### src/rtl/data_up_pkg.sv
// data_up_pkg: shared FSM state, bus widths and error default for the up-access hub
package data_up_pkg;
  localparam int UP_AW = 32;
  localparam int UP_DW = 32;
  localparam logic [UP_DW-1:0] DEAD_DEF = 32'hDEADBEEF;
  typedef enum logic [1:0] {IDLE, ISSUE, WAIT, DONE} state_t;
endpackage

### src/rtl/data_up_tmo.sv
// data_up_tmo: 8-bit clear/increment counter with a terminal-count flag at LIM
module data_up_tmo #(
  parameter int LIM = 15
) (
  input  logic up_clk,
  input  logic rst,
  input  logic clr,
  input  logic inc,
  output logic tc
);
  logic [7:0] cnt;
  // Saturating count so a stuck access can never wrap back into range
  always_ff @(posedge up_clk or negedge rst)
    if (!rst) cnt <= '0;
    else if (clr) cnt <= '0;
    else if (inc && cnt != 8'hFF) cnt <= cnt + 8'd1;
  assign tc = cnt == 8'(LIM);
endmodule

### src/rtl/data_up_hub.sv
// data_up_hub: registered up-bus to channel access hub; DATA_UP_HUB_ACK_EN selects ack/timeout over fixed read latency
module data_up_hub
  import data_up_pkg::*;
#(
  parameter int N_CH = 2,
  parameter int SEL_LSB = 17,
  parameter int SEL_W = 1,
  parameter int TIMEOUT = 16,
  parameter int RD_LAT = 1,
  parameter logic [UP_DW-1:0] DEAD_VAL = DEAD_DEF
) (
  input  logic                  up_clk,
  input  logic                  rst,
  input  logic                  up_wr,
  input  logic                  up_rd,
  input  logic [UP_AW-1:0]      up_addr,
  input  logic [UP_DW-1:0]      up_data_wr,
  output logic [UP_DW-1:0]      up_data_rd,
  output logic                  up_ack,
  output logic                  up_err,
  output logic [N_CH-1:0]       ch_wr,
  output logic [N_CH-1:0]       ch_rd,
  output logic [UP_AW-1:0]      ch_addr,
  output logic [UP_DW-1:0]      ch_data_wr,
  input  logic [N_CH*UP_DW-1:0] ch_data_rd,
  input  logic [N_CH-1:0]       ch_ack
);
`ifdef DATA_UP_HUB_ACK_EN
  localparam bit ACK_EN = 1'b1;
`else
  localparam bit ACK_EN = 1'b0;
`endif
  localparam int LIM = ACK_EN ? TIMEOUT - 1 : RD_LAT;
  state_t state, state_nxt;
  logic wr, err, err_nxt, ld, tc, fin, fail, req, miss;
  logic [SEL_W-1:0] sel, sel_in;
  logic [N_CH-1:0] sel_oh;
  logic [UP_AW-1:0] addr;
  logic [UP_DW-1:0] data, rd_slice;
  assign req = up_wr | up_rd;
  assign sel_in = up_addr[SEL_LSB +: SEL_W];
  assign miss = 32'(sel_in) >= N_CH;
  assign sel_oh = N_CH'(1) << sel;
  assign rd_slice = ch_data_rd[UP_DW*sel +: UP_DW];
`ifdef DATA_UP_HUB_ACK_EN
  assign fin = |(ch_ack & sel_oh);
  assign fail = tc;
`else
  logic unused_ack;
  assign unused_ack = ^ch_ack;
  assign fin = tc;
  assign fail = 1'b0;
`endif
  data_up_tmo #(.LIM(LIM)) u_tmo (
    .up_clk(up_clk),
    .rst(rst),
    .clr(state == IDLE),
    .inc(state == ISSUE || state == WAIT),
    .tc(tc)
  );
  // Next state, error flag and read-data load; an ack coinciding with expiry completes cleanly
  always_comb begin
    state_nxt = state;
    err_nxt = err;
    ld = 1'b0;
    unique case (state)
      IDLE: begin
        state_nxt = req ? (miss ? DONE : ISSUE) : IDLE;
        err_nxt = req ? miss : err;
        ld = req && miss && !up_wr;
      end
      ISSUE, WAIT: begin
        state_nxt = (fin || fail) ? DONE : WAIT;
        err_nxt = (fin || fail) ? !fin : err;
        ld = (fin || fail) && !wr;
      end
      DONE: state_nxt = IDLE;
    endcase
  end
  // Access context is latched only when IDLE accepts a request; write wins over read
  always_ff @(posedge up_clk or negedge rst)
    if (!rst) begin
      state <= IDLE;
      err <= 1'b0;
      wr <= 1'b0;
      sel <= '0;
      addr <= '0;
      data <= '0;
      up_data_rd <= '0;
    end else begin
      state <= state_nxt;
      err <= err_nxt;
      if (state == IDLE && req) begin
        wr <= up_wr;
        sel <= sel_in;
        addr <= up_addr;
        data <= up_data_wr;
      end
      if (ld) up_data_rd <= err_nxt ? DEAD_VAL : rd_slice;
    end
  assign up_ack = state == DONE;
  assign up_err = up_ack & err;
  assign ch_wr = (state == ISSUE && wr) ? sel_oh : '0;
  assign ch_rd = (state == ISSUE && !wr) ? sel_oh : '0;
  assign ch_addr = addr;
  assign ch_data_wr = data;
endmodule

### config.mk
export PLATFORM = sky130hd
export DESIGN_NAME = data_up_hub
export DESIGN_NICKNAME = d
export VERILOG_FILES = /design/src/rtl/data_up_pkg.sv /design/src/rtl/data_up_tmo.sv /design/src/rtl/data_up_hub.sv
export SDC_FILE = /design/constraint.sdc
export NUM_CORES = 1
export LEC_CHECK = 0
export ABC_CLOCK_PERIOD_IN_PS = 6000
export CORE_MARGIN = 3
export CORE_UTILIZATION = 43
export CTS_CLUSTER_DIAMETER = 200
export DETAILED_ROUTE_END_ITERATION = 7
export GPL_TIMING_DRIVEN = 0
export PLACE_DENSITY_LB_ADDON = 0.2
export SLEW_MARGIN = 20
export SYNTH_ARGS = -nofsm -noshare
export SYNTH_HDL_FRONTEND = slang
export SYNTH_HIERARCHICAL = 1
export SYNTH_SLANG_ARGS = --single-unit
### constraint.sdc
create_clock -name up_clk -period 6 [get_ports up_clk]
set_clock_uncertainty 0.05 [all_clocks]
set_input_delay 0.6 -clock up_clk [delete_from_list [all_inputs] [get_ports up_clk]]
set_output_delay 0.6 -clock up_clk [all_outputs]
set_load 0.05 [all_outputs]
==> out/results.ini <==
[power]
p_seq_share_pct=27.3
p_per_area_mw_per_mm2=629
p_comb_share_pct=62.9
ir_worst_vdd_mv=0.360
intPower_uw=2380
swShare_pct=48.8
total_leakage_power_uw=0.00315
total_power_uw=4650
clock_power_share_pct=9.8
switchingPower_uw=2270

[timing]
rsz0062_at_grt=no
whs_ns=0.0907
timing.slew.headroom_pct=57.6
finalMaxSlewViolations=0
fin_tns_setup_ns=0
worstMarginPinSlew_ns=0.630
hold_violations=0
setup_ws_ns=3.01
setup_violations=0
period_share_pct=49.8
post-route-min-period_ns=2.99
fmax_ghz=0.335

[drt]
vias=3751
vias_per_cell=5.06
drt-initial-drc-count=201
ant_nets=0
wl_per_cell_um=17.5
first_pass_iters=4
wirelength_um=13000
drc=0

[final_layout]
nets=740
insertedDiodeCount=0
fin_util_pct=70.9
area_growth_pct=59.0
drive_gt1_share_pct=16.7

[synthesis]
yosysMostFrequentCell=dfrtp_1
syn-num-nets=495
syn_inst=355
ys_ff_latch=108
yosysWarnings=6
ys_top_cells_by_count=dfrtp_1 (108), mux2_2 (61), mux2i_1 (32)
ys_seq_area_share_pct=58.2
synth_edf_count=0
async_reset_ff_share_pct=100
synth_area_leaders=dfrtp_1 (58%), mux2_2 (15%), mux2i_1 (6.9%)
yosys.area.top_type=dfrtp_1
synthFlopType=dfrtp_1
synth_cell_types=38
syn_area_mm2=0.00464
yosysTopAreaCellShare_pct=58.2
synth_area_per_cell_um2=13.1

[floorplanning]
start_util_pct=44.6
io_pins=236
die_x_um=110
fp.dieH_um=110
dieArea_mm2=0.0121
core_mm2=0.0104
fp-row-count=37

[grt]
grt_overflow=0
track_usage_pct=20.9
antenna_found_initial=0
grt_start_max_net_pins=68
grt_first_pass_wirelength_um=19500
grt_pass1_vias=3771

[critical_path]
crit_type=flop to output port
cp_top_family=buffers and inverters
crit_start=ch_addr[17]
reg2reg_slack_ns=3.34
cp_max_fo=10
startpoint_type=flop
r2r_start=u_tmo/cnt[1]
reg2reg_depth=7
cp_common_cell=buf_2
crit_buf_inv=3
crit_slowest_cell=clkdlybuf4s50_1
crit_chain=buf_2 -> buf_2 -> and3_1 -> clkdlybuf4s50_1
cp.depth=4
crit_path_max_incr_delay_ns=0.80
cp.arrival_ns=2.34
timing.rr.end=up_data_rd[4]
cp.required_ns=5.35
crit_path_end_kind=output port

[run_status]
outcome=finished, final reports clean

[clock_network]
cts_max_path_buffers=2
clk_transition_reported_paths_ns=0.10
cts_tree=done
post_cts_buffers=0
clock_latency_ns=0.35
cts_inserted_buffers=9
post_cts_resized=0
holdBufCountCts=0
htreeDepth=3
cts-root-buf=clkbuf_8
cts_sinks=108

[placed_design]
dp_slack_ns=3.35
gp_congestion=0.846
dp_hpwl_um=10200
io_buffers=233

[min_path]
hold_path_class=input port to asynchronous set/reset pin

[run]
cap_violations=0

## per-layer routing
layer	track usage, %	up-vias	wire length, um
met5	0	-	0
met4	4.99	0	130
met3	6.11	12	1160
met2	37.8	153	6870
met1	24.1	1822	4810
li1	-	1764	-
## through the flow
step | instance area (um2) | cells
2_1_floorplan | 4640 | 355
3_3_place_gp | 7150 | 724
3_5_place_dp | 7180 | 725
4_1_cts | 7380 | 741
5_1_grt | 7380 | 741
6_report | 7380 | 741
## layout by cell type (no fill, tap or decap), types with 4 or more instances in the layout
cell | Yosys | routed
mux2_1 | 5 | 5
clkdlybuf4s50_1 | 0 | 232
nand2_1 | 15 | 15
mux2_2 | 61 | 61
clkbuf_1 | 4 | 4
dfrtp_1 | 108 | 108
a31oi_1 | 24 | 24
nor2b_1 | 4 | 4
o31ai_1 | 9 | 9
clkbuf_8 | 0 | 10
ha_1 | 6 | 6
buf_2 | 16 | 16
a21oi_1 | 5 | 5
nor2_1 | 28 | 28
mux2i_1 | 32 | 32
## cell families after synthesis
family,share of synthesized area (%)
flops,58.2
mux,23.2
simple gates,7.38
compound gates,6.90
buf+inv,2.69
fa+ha+maj,1.62
## worst max-delay path by stage
stage | to | slack [ns]
after floorplan | ch_rd[0] | 3.43
after global placement | ch_addr[30] | 0.25
after detailed placement | up_data_rd[4] | 3.35
after CTS | ch_wr[1] | 2.97
after global routing | ch_rd[1] | 2.88
final | ch_wr[1] | 3.01
## power groups by stage
stage               clock [uW]  combinational [uW]  sequential [uW]
finish                     455                2920             1270
global route               502                3070             1320
CTS                        471                2950             1270
detailed placement           0                2940             1290
global placement             0                2900             1260
floorplan                    0                 795             2420
## cell type report
type	count	area [um2]
timing repair buffer	234	2360
multi-input combinational	221	1820
clock buffer	10	138
clock inverter	6	70.1
tap	136	170
sequential	108	2700
inverter	4	15.0
buffer	22	110
fill	769	3030
## flip-flops by register name, indices dropped and copies added, names as in the netlist
signal,cells
ch_addr,32
ch_data_wr,32
err,1
state,2
u_tmo/cnt,8
up_data_rd,32
wr,1
(Power assumes the default switching activity.)
